### src/rtl/display_mux_scheduler_if.sv
// -----------------------------------------------------------------------------
// display_mux_scheduler_if
// Bundles the switch inputs and display-side outputs of the dual 7-segment
// multiplexer so they travel as one port.
//   en           : 1 = display running, 0 = both digits dark
//   s0, s1       : nibbles for digit 0 / digit 1
//   s_sel        : latched nibble for the shared segment decoder
//   anode0/1     : common-anode enables, active-low (0 = lit)
//   digit_idx    : digit currently or last shown
//   digit_strobe : one-cycle pulse on the first cycle of each lit window
// master drives the switches and observes the display; slave is the scheduler.
// -----------------------------------------------------------------------------
interface display_mux_scheduler_if;
  logic       en;
  logic [3:0] s0;
  logic [3:0] s1;
  logic [3:0] s_sel;
  logic       anode0;
  logic       anode1;
  logic       digit_idx;
  logic       digit_strobe;

  modport master (
    output en, s0, s1,
    input  s_sel, anode0, anode1, digit_idx, digit_strobe
  );

  modport slave (
    input  en, s0, s1,
    output s_sel, anode0, anode1, digit_idx, digit_strobe
  );
endinterface

### src/rtl/display_mux_scheduler.sv
// -----------------------------------------------------------------------------
// display_mux_scheduler
// Time-multiplexes two common-anode 7-segment digits that share one segment
// decoder. A prescaled state machine lights each digit for DWELL cycles and
// keeps both anodes dark for BLANK cycles between digits to suppress ghosting.
// The digit's nibble is latched on the same edge its anode turns on, so the
// decoder input is stable for the whole lit window.
//
// Ports:
//   clk      : system clock
//   reset_n  : asynchronous active-low reset
//   bus      : display_mux_scheduler_if.slave (en, s0, s1 in;
//              s_sel, anode0, anode1, digit_idx, digit_strobe out, all registered)
//
// Parameters: CNT_W (counter width), DWELL (1..2^CNT_W-1),
//             BLANK (0..2^CNT_W-1, 0 removes the blank states).
//
// Build option: DISPLAY_MUX_SYNC_EN -- when defined, en/s0/s1 pass through
// 2-flop synchronizers first (all input-to-output latencies grow by 2 cycles).
// -----------------------------------------------------------------------------
module display_mux_scheduler #(
  parameter int CNT_W = 16,
  parameter int DWELL = 20000,
  parameter int BLANK = 64
) (
  input  logic                    clk,
  input  logic                    reset_n,
  display_mux_scheduler_if.slave  bus
);

  typedef enum logic [2:0] {IDLE, BLANK0, SHOW0, BLANK1, SHOW1} state_t;

  localparam logic [CNT_W-1:0] DWELL_LAST = CNT_W'(DWELL - 1);
  // Unused when BLANK == 0; clamped so the constant stays well defined.
  localparam logic [CNT_W-1:0] BLANK_LAST = CNT_W'((BLANK > 0) ? BLANK - 1 : 0);

  logic       w_en;
  logic [3:0] w_s0;
  logic [3:0] w_s1;

`ifdef DISPLAY_MUX_SYNC_EN
  logic       r_en_p0, r_en_p1;
  logic [3:0] r_s0_p0, r_s0_p1;
  logic [3:0] r_s1_p0, r_s1_p1;

  // input synchronizer stages
  always_ff @(posedge clk or negedge reset_n) begin
    if (!reset_n) begin
      r_en_p0 <= 1'b0;
      r_en_p1 <= 1'b0;
      r_s0_p0 <= 4'h0;
      r_s0_p1 <= 4'h0;
      r_s1_p0 <= 4'h0;
      r_s1_p1 <= 4'h0;
    end else begin
      r_en_p0 <= bus.en;
      r_en_p1 <= r_en_p0;
      r_s0_p0 <= bus.s0;
      r_s0_p1 <= r_s0_p0;
      r_s1_p0 <= bus.s1;
      r_s1_p1 <= r_s1_p0;
    end
  end

  assign w_en = r_en_p1;
  assign w_s0 = r_s0_p1;
  assign w_s1 = r_s1_p1;
`else
  assign w_en = bus.en;
  assign w_s0 = bus.s0;
  assign w_s1 = bus.s1;
`endif

  state_t           r_state, w_state_nxt;
  logic [CNT_W-1:0] r_cnt, w_cnt_nxt;
  logic [3:0]       r_s_sel, w_s_sel_nxt;
  logic             r_anode0, w_anode0_nxt;
  logic             r_anode1, w_anode1_nxt;
  logic             r_idx, w_idx_nxt;
  logic             r_strobe, w_strobe_nxt;
  logic             w_enter0, w_enter1;

  // state and registered outputs
  always_ff @(posedge clk or negedge reset_n) begin
    if (!reset_n) begin
      r_state  <= IDLE;
      r_cnt    <= '0;
      r_s_sel  <= 4'h0;
      r_anode0 <= 1'b1;
      r_anode1 <= 1'b1;
      r_idx    <= 1'b0;
      r_strobe <= 1'b0;
    end else begin
      r_state  <= w_state_nxt;
      r_cnt    <= w_cnt_nxt;
      r_s_sel  <= w_s_sel_nxt;
      r_anode0 <= w_anode0_nxt;
      r_anode1 <= w_anode1_nxt;
      r_idx    <= w_idx_nxt;
      r_strobe <= w_strobe_nxt;
    end
  end

  // Outputs are derived from the next state so each registered output
  // lines up with the state it describes.
  always_comb begin
    w_state_nxt = r_state;
    w_cnt_nxt   = '0;

    case (r_state)
      IDLE: begin
        if (BLANK == 0) w_state_nxt = SHOW0;
        else            w_state_nxt = BLANK0;
      end
      BLANK0: begin
        if (r_cnt == BLANK_LAST) w_state_nxt = SHOW0;
        else                     w_cnt_nxt   = r_cnt + 1'b1;
      end
      SHOW0: begin
        if (r_cnt == DWELL_LAST) w_state_nxt = (BLANK == 0) ? SHOW1 : BLANK1;
        else                     w_cnt_nxt   = r_cnt + 1'b1;
      end
      BLANK1: begin
        if (r_cnt == BLANK_LAST) w_state_nxt = SHOW1;
        else                     w_cnt_nxt   = r_cnt + 1'b1;
      end
      SHOW1: begin
        if (r_cnt == DWELL_LAST) w_state_nxt = (BLANK == 0) ? SHOW0 : BLANK0;
        else                     w_cnt_nxt   = r_cnt + 1'b1;
      end
      default: w_state_nxt = IDLE;
    endcase

    // Disable wins from any state and discards a partial dwell.
    if (!w_en) begin
      w_state_nxt = IDLE;
      w_cnt_nxt   = '0;
    end

    // A SHOW state is never re-entered from itself, so "different before"
    // marks its first cycle even when DWELL == 1 and BLANK == 0.
    w_enter0 = (w_state_nxt == SHOW0) && (r_state != SHOW0);
    w_enter1 = (w_state_nxt == SHOW1) && (r_state != SHOW1);

    w_anode0_nxt = (w_state_nxt != SHOW0);
    w_anode1_nxt = (w_state_nxt != SHOW1);
    w_strobe_nxt = w_enter0 || w_enter1;

    w_s_sel_nxt = r_s_sel;
    w_idx_nxt   = r_idx;
    if (w_enter0) begin
      w_s_sel_nxt = w_s0;
      w_idx_nxt   = 1'b0;
    end else if (w_enter1) begin
      w_s_sel_nxt = w_s1;
      w_idx_nxt   = 1'b1;
    end
  end

  assign bus.s_sel        = r_s_sel;
  assign bus.anode0       = r_anode0;
  assign bus.anode1       = r_anode1;
  assign bus.digit_idx    = r_idx;
  assign bus.digit_strobe = r_strobe;

endmodule
### src/flat_wrapper.sv
// flat-port wrapper written by rule: the top's interface ports become plain ports
module display_mux_scheduler_flat 
#(
  parameter int CNT_W = 16,
  parameter int DWELL = 20000,
  parameter int BLANK = 64
)
  (clk, reset_n, bus_en, bus_s0, bus_s1, bus_s_sel, bus_anode0, bus_anode1, bus_digit_idx, bus_digit_strobe);
  display_mux_scheduler_if bus_i ();
  input  logic clk;
  input  logic reset_n;
  input wire logic [$bits(bus_i.en)-1:0] bus_en;
  input wire logic [$bits(bus_i.s0)-1:0] bus_s0;
  input wire logic [$bits(bus_i.s1)-1:0] bus_s1;
  output wire logic [$bits(bus_i.s_sel)-1:0] bus_s_sel;
  output wire logic [$bits(bus_i.anode0)-1:0] bus_anode0;
  output wire logic [$bits(bus_i.anode1)-1:0] bus_anode1;
  output wire logic [$bits(bus_i.digit_idx)-1:0] bus_digit_idx;
  output wire logic [$bits(bus_i.digit_strobe)-1:0] bus_digit_strobe;
  assign bus_i.en = bus_en;
  assign bus_i.s0 = bus_s0;
  assign bus_i.s1 = bus_s1;
  assign bus_s_sel = bus_i.s_sel;
  assign bus_anode0 = bus_i.anode0;
  assign bus_anode1 = bus_i.anode1;
  assign bus_digit_idx = bus_i.digit_idx;
  assign bus_digit_strobe = bus_i.digit_strobe;
  display_mux_scheduler #(.CNT_W(CNT_W), .DWELL(DWELL), .BLANK(BLANK)) u_core (.clk(clk), .reset_n(reset_n), .bus(bus_i));
endmodule
### config.mk
export PLATFORM = sky130hd
export DESIGN_NAME = display_mux_scheduler_flat
export DESIGN_NICKNAME = d
export VERILOG_FILES = /design/src/rtl/display_mux_scheduler_if.sv /design/src/rtl/display_mux_scheduler.sv /design/src/flat_wrapper.sv
export SDC_FILE = /design/constraint.sdc
export NUM_CORES = 1
export LEC_CHECK = 0
export CAP_MARGIN = 40
export CELL_PAD_IN_SITES_DETAIL_PLACEMENT = 1
export CELL_PAD_IN_SITES_GLOBAL_PLACEMENT = 1
export CORE_ASPECT_RATIO = 0.6
export CORE_UTILIZATION = 42
export CTS_CLUSTER_DIAMETER = 80
export CTS_CLUSTER_SIZE = 20
export DETAILED_ROUTE_END_ITERATION = 8
export PLACE_DENSITY_LB_ADDON = 0.1
export SLEW_MARGIN = 15
export SYNTH_ARGS = -nofsm -noshare
export SYNTH_HDL_FRONTEND = slang
export SYNTH_SLANG_ARGS = --single-unit
### constraint.sdc
create_clock -name clk -period 2.75 [get_ports clk]
set_clock_uncertainty 0.2 [all_clocks]
set_input_delay 0.55 -clock clk [delete_from_list [all_inputs] [get_ports clk]]
set_output_delay 0.55 -clock clk [all_outputs]
set_load 0.02 [all_outputs]
==> results.ini, run 1 <==
[final_layout]
drive_gt1_share_pct = 16.3
syn2layout_area_growth_pct = 18.7
nFillCells = 332
regArea_um2 = 678
multiInputGateArea_um2 = 689
antenna_cells = 0
fin_nets = 160

[global_routing]
grt_pass1_vias = 1115
grt_overflow = 0
grt_start_max_net_pins = 28
grt_usage_pct = 21.3
antenna_found_initial = 0
grt_pass1_wl_um = 5620

[synth]
synth_area_mm2 = 0.00141
synth-seq-cells = 27
synthCells = 129
ys_async_sr_fraction_pct = 100
synth_area_leaders = dfrtp_1 44%, mux2_2 7.2%, a21oi_1 6.4%
synth_ff_type = dfrtp_1
synth_warnings = 0
postSynthAreaPerCell_um2 = 10.9
synth_top_area_share_pct = 44.5
synth_top_cell_by_area = dfrtp_1
yosysUniqueCellTypes = 35
synth-edff-count = 0
synth-seq-area-share_pct = 48.2
syn_nets = 141

[worst_hold_path]
hold_start = u_core.r_cnt[0]$_DFF_PN0_
hp-class = reg -> reg

[worst_setup_path]
required_ps = 2720
path_class = reg -> reg
start_kind = flip-flop
cp-end-kind = flip-flop
critPathLaunch = u_core.r_cnt[9]$_DFF_PN0_
worstPathMaxFanout = 7
rr_startpoint = u_core.r_cnt[9]$_DFF_PN0_
worstPathArrival_ps = 2180

[place]
pre_cts_ws_ps = 463
dp_hpwl_um = 2500
numPortBuffers = 18
gp_congestion = 0.796

[clock_network]
h-tree-depth = 1
cts_tree = built
cts_hold_buffers = 0
cts_resized = 0
clk_path_buf_depth = 2
cts.sinks = 27
worstSkewPairLatency_ps = 280
cts_buffers = 3
path_clk_slew_ps = 100
clockRootBuffer = clkbuf_8
post_cts_buffers = 0

[sta]
setup_violations = 0
fmax_mhz = 452
setup_slack_ps = 535
max_slew_margin_pct = 67.8
fin_crit_ps = 2210
rsz0062_at_grt = false
hold_viol = 0
setup_tns_ps = 0
worst_slew_pin_slew_ps = 482
fin_crit_sh_pct = 80.5
finalMaxSlewViolations = 0

[routing]
wirelength_um = 3480
drc = 0
viasPerCell = 5.84
first_pass_iters = 4
drtAntennaViolNets = 0
drtIter0Drc = 39
post_drt_wl_per_cell_um = 18.4
vias = 1103

[floorplanning]
die_y_um = 46.8
coreArea_mm2 = 0.00302
start_util_pct = 46.5
dieArea_mm2 = 0.00359
pin_count = 19
fp.dieW_um = 76.7
rows = 15

[pwr]
p_sw_mw = 0.162
clockPowerShare_pct = 33.8
leakage_nw = 0.664
powerDensity_mw_per_mm2 = 415
switching_share_pct = 23.4
total_power_mw = 0.693
combPwrFrac_pct = 7.7
vdd_drop_max_mv = 0.237
seqPwrFrac_pct = 58.6
power.internal_mw = 0.530

[outcome]
outcome = finished clean

[flow_run]
cap_violations = 0

## cell type report
type                    instances  area share [%]
well taps                      42            3.15
clock buffers                   3            2.47
clock inverters                 1           0.300
inverters                       2           0.450
repair buffers                 20            11.7
multi-input cells              94            41.3
flip-flops and latches         27            40.6
## placed cells by master (no fill, tap or decap), drive strengths merged, types with 3 or more instances in the layout
cell	netlist	final
and3	3	3
nor3	3	3
nand3	9	9
clkdlybuf4s50	0	18
xnor2	6	6
and4	3	3
o21ai	3	3
a21oi	18	18
mux2	9	9
clkbuf	2	3
xor2	8	8
nor4	3	3
dfrtp	25	25
nand4	8	8
## worst max-delay path, cell delays in order (launching register included)
cell and delay (ps):
dfrtp_1 480, nor4_2 420, nand4_2 240, nor3_4 370, mux2_2 390
## metal layers
metal  GRT usage (%)  share of wire, %  vias to the layer above  routed length [um]
met5               0                 0                        -                   0
met4            3.85              0.49                        0                  17
met3            4.66               2.8                        4                  98
met2            34.3                45                       17                1550
met1            30.5                52                      562                1810
li1                -                 -                      520                   -
## power groups by stage
| stage | Sequential, mW | Combinational, mW | Clock [mW] |
|---|---|---|---|
| floorplan | 0.417 | 0.0147 | 0 |
| global placement | 0.413 | 0.0513 | 0 |
| detailed placement | 0.414 | 0.0532 | 0 |
| CTS | 0.406 | 0.0537 | 0.240 |
| global route | 0.407 | 0.0574 | 0.252 |
| finish | 0.406 | 0.0531 | 0.234 |
## cell usage after synthesis, types with 2 or more instances
cell	n
a21oi_1	18
xnor2_1	6
nor2_1	2
and2_1	2
nand4_1	7
nor4_2	2
xor2_1	8
dfstp_2	2
a22oi_1	2
mux2_2	9
and3_1	3
nand3_1	9
buf_2	3
nand2_1	2
nor3_1	2
o21ai_0	3
a21boi_0	2
dfrtp_1	25
or3_1	2
inv_1	2
nor2b_1	2
and4_1	3
## cell families after synthesis
| kind of cell | Yosys count | share of synthesized area (%) |
|---|---|---|
| flip-flops | 27 | 48.2 |
| multiplexers | 9 | 7.21 |
| adder cells (fa/ha/maj) | 1 | 0.890 |
| XOR/XNOR | 14 | 8.72 |
| AND/OR/NAND/NOR | 42 | 20.6 |
| buffers and inverters | 8 | 2.76 |
| AO/OA/AOI/OAI | 28 | 11.6 |
## stage by stage
step	util (%)	std cells	hold WS (ps)	cell area [um^2]
floorplan	-	129	54.4	1410
global placement	53.7	185	258	1620
detailed placement	53.7	185	275	1620
CTS	55.2	189	292	1670
global route	55.2	189	318	1670
finish	55.2	189	289	1670
## registers in the layout, summed over array words and instances (netlist names)
signal / count
u_core.bus.digit_idx: 1
u_core.bus.s_sel: 4
u_core.r_cnt: 16
u_core.r_state: 3
u_core.bus.anode1: 1
u_core.bus.digit_strobe: 1
u_core.bus.anode0: 1
## path summary, 6_finish.rpt
| kind | slack [ps] | endpoint | depth (start not counted) |
|---|---|---|---|
| min in group asynchronous | 440 | u_core.r_cnt[9]$_DFF_PN0_ | 2 |
| max | 540 | u_core.bus.digit_idx$_DFFE_PN0P_ | 4 |
| max reg2reg | 540 | u_core.bus.digit_idx$_DFFE_PN0P_ | 4 |
| max in group asynchronous | 1600 | u_core.bus.anode0$_DFF_PN1_ | 2 |
| min reg2reg | 290 | u_core.r_cnt[0]$_DFF_PN0_ | 1 |
| min | 290 | u_core.r_cnt[0]$_DFF_PN0_ | 1 |
(Power assumes the default switching activity.)
==> inputs of run 2 (changes only) <==
--- a/config.mk
+++ b/config.mk
@@ -9,7 +9,7 @@
 export CELL_PAD_IN_SITES_DETAIL_PLACEMENT = 1
 export CELL_PAD_IN_SITES_GLOBAL_PLACEMENT = 1
 export CORE_ASPECT_RATIO = 0.6
-export CORE_UTILIZATION = 42
+export CORE_UTILIZATION = 38
 export CTS_CLUSTER_DIAMETER = 80
 export CTS_CLUSTER_SIZE = 20
 export DETAILED_ROUTE_END_ITERATION = 8
==> constraint.sdc (replaced) <==
create_clock -name clk -period 1.8 [get_ports clk]
set_clock_uncertainty 0.2 [all_clocks]
set_input_delay 0.36 -clock clk [delete_from_list [all_inputs] [get_ports clk]]
set_output_delay 0.36 -clock clk [all_outputs]
set_load 0.02 [all_outputs]
==> run 2 against run 1 <==
The flow now finishes with violations (negative setup slack). Register-to-register slack worse by 650 ps. Critical path depth is 1 higher. Cell area is 33% higher. Sequential power is 53% higher. Utilization is 10 points higher. Sequential share of layout area is 10 points lower. Power is 58% higher. Wire length is 44% higher. Clock power is 51% higher. Combinational power is 120% higher. Cell count is 20% higher. Hold slack worse by 62 ps. Critical path type unchanged. Highest routed layer unchanged.
==> results.ini, run 2 (synthesis gave the netlist of run 1 again) <==
[worst_setup_path]
path_class = reg -> reg
r2r_end = u_core.bus.s_sel[1]$_DFFE_PN0P_
worstPathArrival_ps = 1890
reg2regPathDepth = 5
crit_chain = nor4_4 > nand4_4 > nor3_4 > buf_6 > mux2_4
required_ps = 1770
reg2reg_slack_ps = -110
cp_slowest_cell = dfrtp_1
start_kind = flip-flop
rr_startpoint = u_core.r_cnt[14]$_DFF_PN0_
cp-end-kind = flip-flop
max_stage_delay_ps = 420
worstPathMaxFanout = 6

[pwr]
p_sw_mw = 0.261
power.internal_mw = 0.830
switching_share_pct = 23.9
combPwrFrac_pct = 10.7
clockPowerShare_pct = 32.4
powerDensity_mw_per_mm2 = 491
vdd_drop_max_mv = 0.271
total_power_mw = 1.09
leakage_nw = 0.949
seqPwrFrac_pct = 56.9

[routing]
wirelength_um = 5020
top_layer = met4
drtIter0Drc = 66
post_drt_wl_per_cell_um = 22.1
met2WireLength_um = 2530
wl_met1_um = 2210
drtAntennaViolNets = 0
viasPerCell = 5.68
first_pass_iters = 4
drc = 0
vias = 1289
met3_length_um = 182

[floorplanning]
pin_count = 19
fp.dieW_um = 80.5
start_util_pct = 41.6
dieArea_mm2 = 0.00396
rows = 16
coreArea_mm2 = 0.00338
die_y_um = 49.1

[final_layout]
antenna_cells = 0
fin_nets = 195
final_area_mm2 = 0.00222
drive_gt1_share_pct = 47.3
regMostFlops = u_core.r_cnt
final_common_cell = buf_4
syn2layout_area_growth_pct = 58.1
largest_reg_flops = 16
nFillCells = 340
mostFrequentLayoutCells = 28 x buf_4, 25 x dfrtp_1, 15 x a21oi_2

[global_routing]
grt_start_max_net_pins = 28
antenna_found_initial = 0
grt_pass1_vias = 1352
grt_overflow = 0
grt_pass1_wl_um = 7360
grt_usage_pct = 25.4

[place]
numPortBuffers = 18
dp_hpwl_um = 3020
gp_congestion = 0.922
pre_cts_ws_ps = -189
place_area_mm2 = 0.00191

[clock_network]
clockRootBuffer = clkbuf_8
cts.sinks = 27
worstSkewPairLatency_ps = 280
cts_tree = built
h-tree-depth = 1
clk_path_buf_depth = 2
path_clk_slew_ps = 100
cts_buffers = 3

[sta]
rsz0062_at_grt = true
finalMaxSlewViolations = 0
max_slew_margin_pct = 77.6
hold_viol = 0
setup_slack_ps = -114
whs_ps = 227
fin_crit_sh_pct = 106
worst_slew_pin_slew_ps = 333
setup_violations = 23
setup_tns_ps = -1060
fmax_mhz = 523
fin_crit_ps = 1910

[worst_hold_path]
hp-class = in -> async

[outcome]
violations = negative setup slack
outcome = complete, but fails checks

[flow_run]
cap_violations = 0

-- run 2: what timing repair did --
item,in CTS,in global routing
setup endpoints to repair,30,27
cloned,1,1
setup buffers,4,3
hold buffers,0,0
pin swaps,8,9
gates resized for setup,21,28
-- run 2: power groups by stage --
stage          sequential, mW  combinational, mW  clock [mW]
2_1_floorplan           0.637             0.0226           0
3_3_place_gp            0.631             0.0937           0
6_report                0.622              0.117       0.353
4_1_cts                 0.621              0.110       0.365
5_1_grt                 0.623              0.125       0.381
3_5_place_dp            0.631             0.0976           0
-- run 2: final cells by class --
cell class              count  area (um^2)  share of cell area, %
flip-flops and latches     27          678                   30.5
clock buffers               3         41.3                   1.86
clock inverters             1         5.00                  0.225
repair buffers             55          554                   24.9
well taps                  45         56.3                   2.53
inverters                   2         7.51                  0.338
multi-input cells          94          881                   39.6
-- run 2: worst max-delay path, delay by kind of cell (launching register included) --
kind,cells,cell delay [ps]
buffers and inverters,1,170
flip-flops,1,420
AND/OR/NAND/NOR,3,700
multiplexers,1,310
-- run 2: per-layer routing --
layer | track usage (%) | vias to the layer above
met5 | 0 | -
met2 | 42.2 | 31
met1 | 34.1 | 663
li1 | - | 582
met4 | 4.46 | 0
met3 | 5.61 | 13
-- run 2: worst max path at each step --
stage / startpoint / end / depth (start not counted) / slack (ps)
after floorplan: u_core.r_cnt[8]$_DFF_PN0_ / u_core.bus.digit_idx$_DFFE_PN0P_ / 5 / -20
after global placement: bus_en / u_core.bus.s_sel[1]$_DFFE_PN0P_ / 4 / -170
after detailed placement: bus_en / u_core.bus.s_sel[2]$_DFFE_PN0P_ / 4 / -190
after CTS: u_core.r_cnt[9]$_DFF_PN0_ / u_core.bus.s_sel[2]$_DFFE_PN0P_ / 5 / -150
after global routing: u_core.r_cnt[12]$_DFF_PN0_ / u_core.r_state[2]$_DFF_PN0_ / 5 / -180
final: u_core.r_cnt[14]$_DFF_PN0_ / u_core.bus.s_sel[1]$_DFFE_PN0P_ / 5 / -110
-- run 2: per-stage QoR --
stage          instances  utilization (%)
4_1_cts              223             61.5
3_5_place_dp         214             56.6
5_1_grt              227             65.7
6_report             227             65.7
3_3_place_gp         214             56.6
2_1_floorplan        129                -
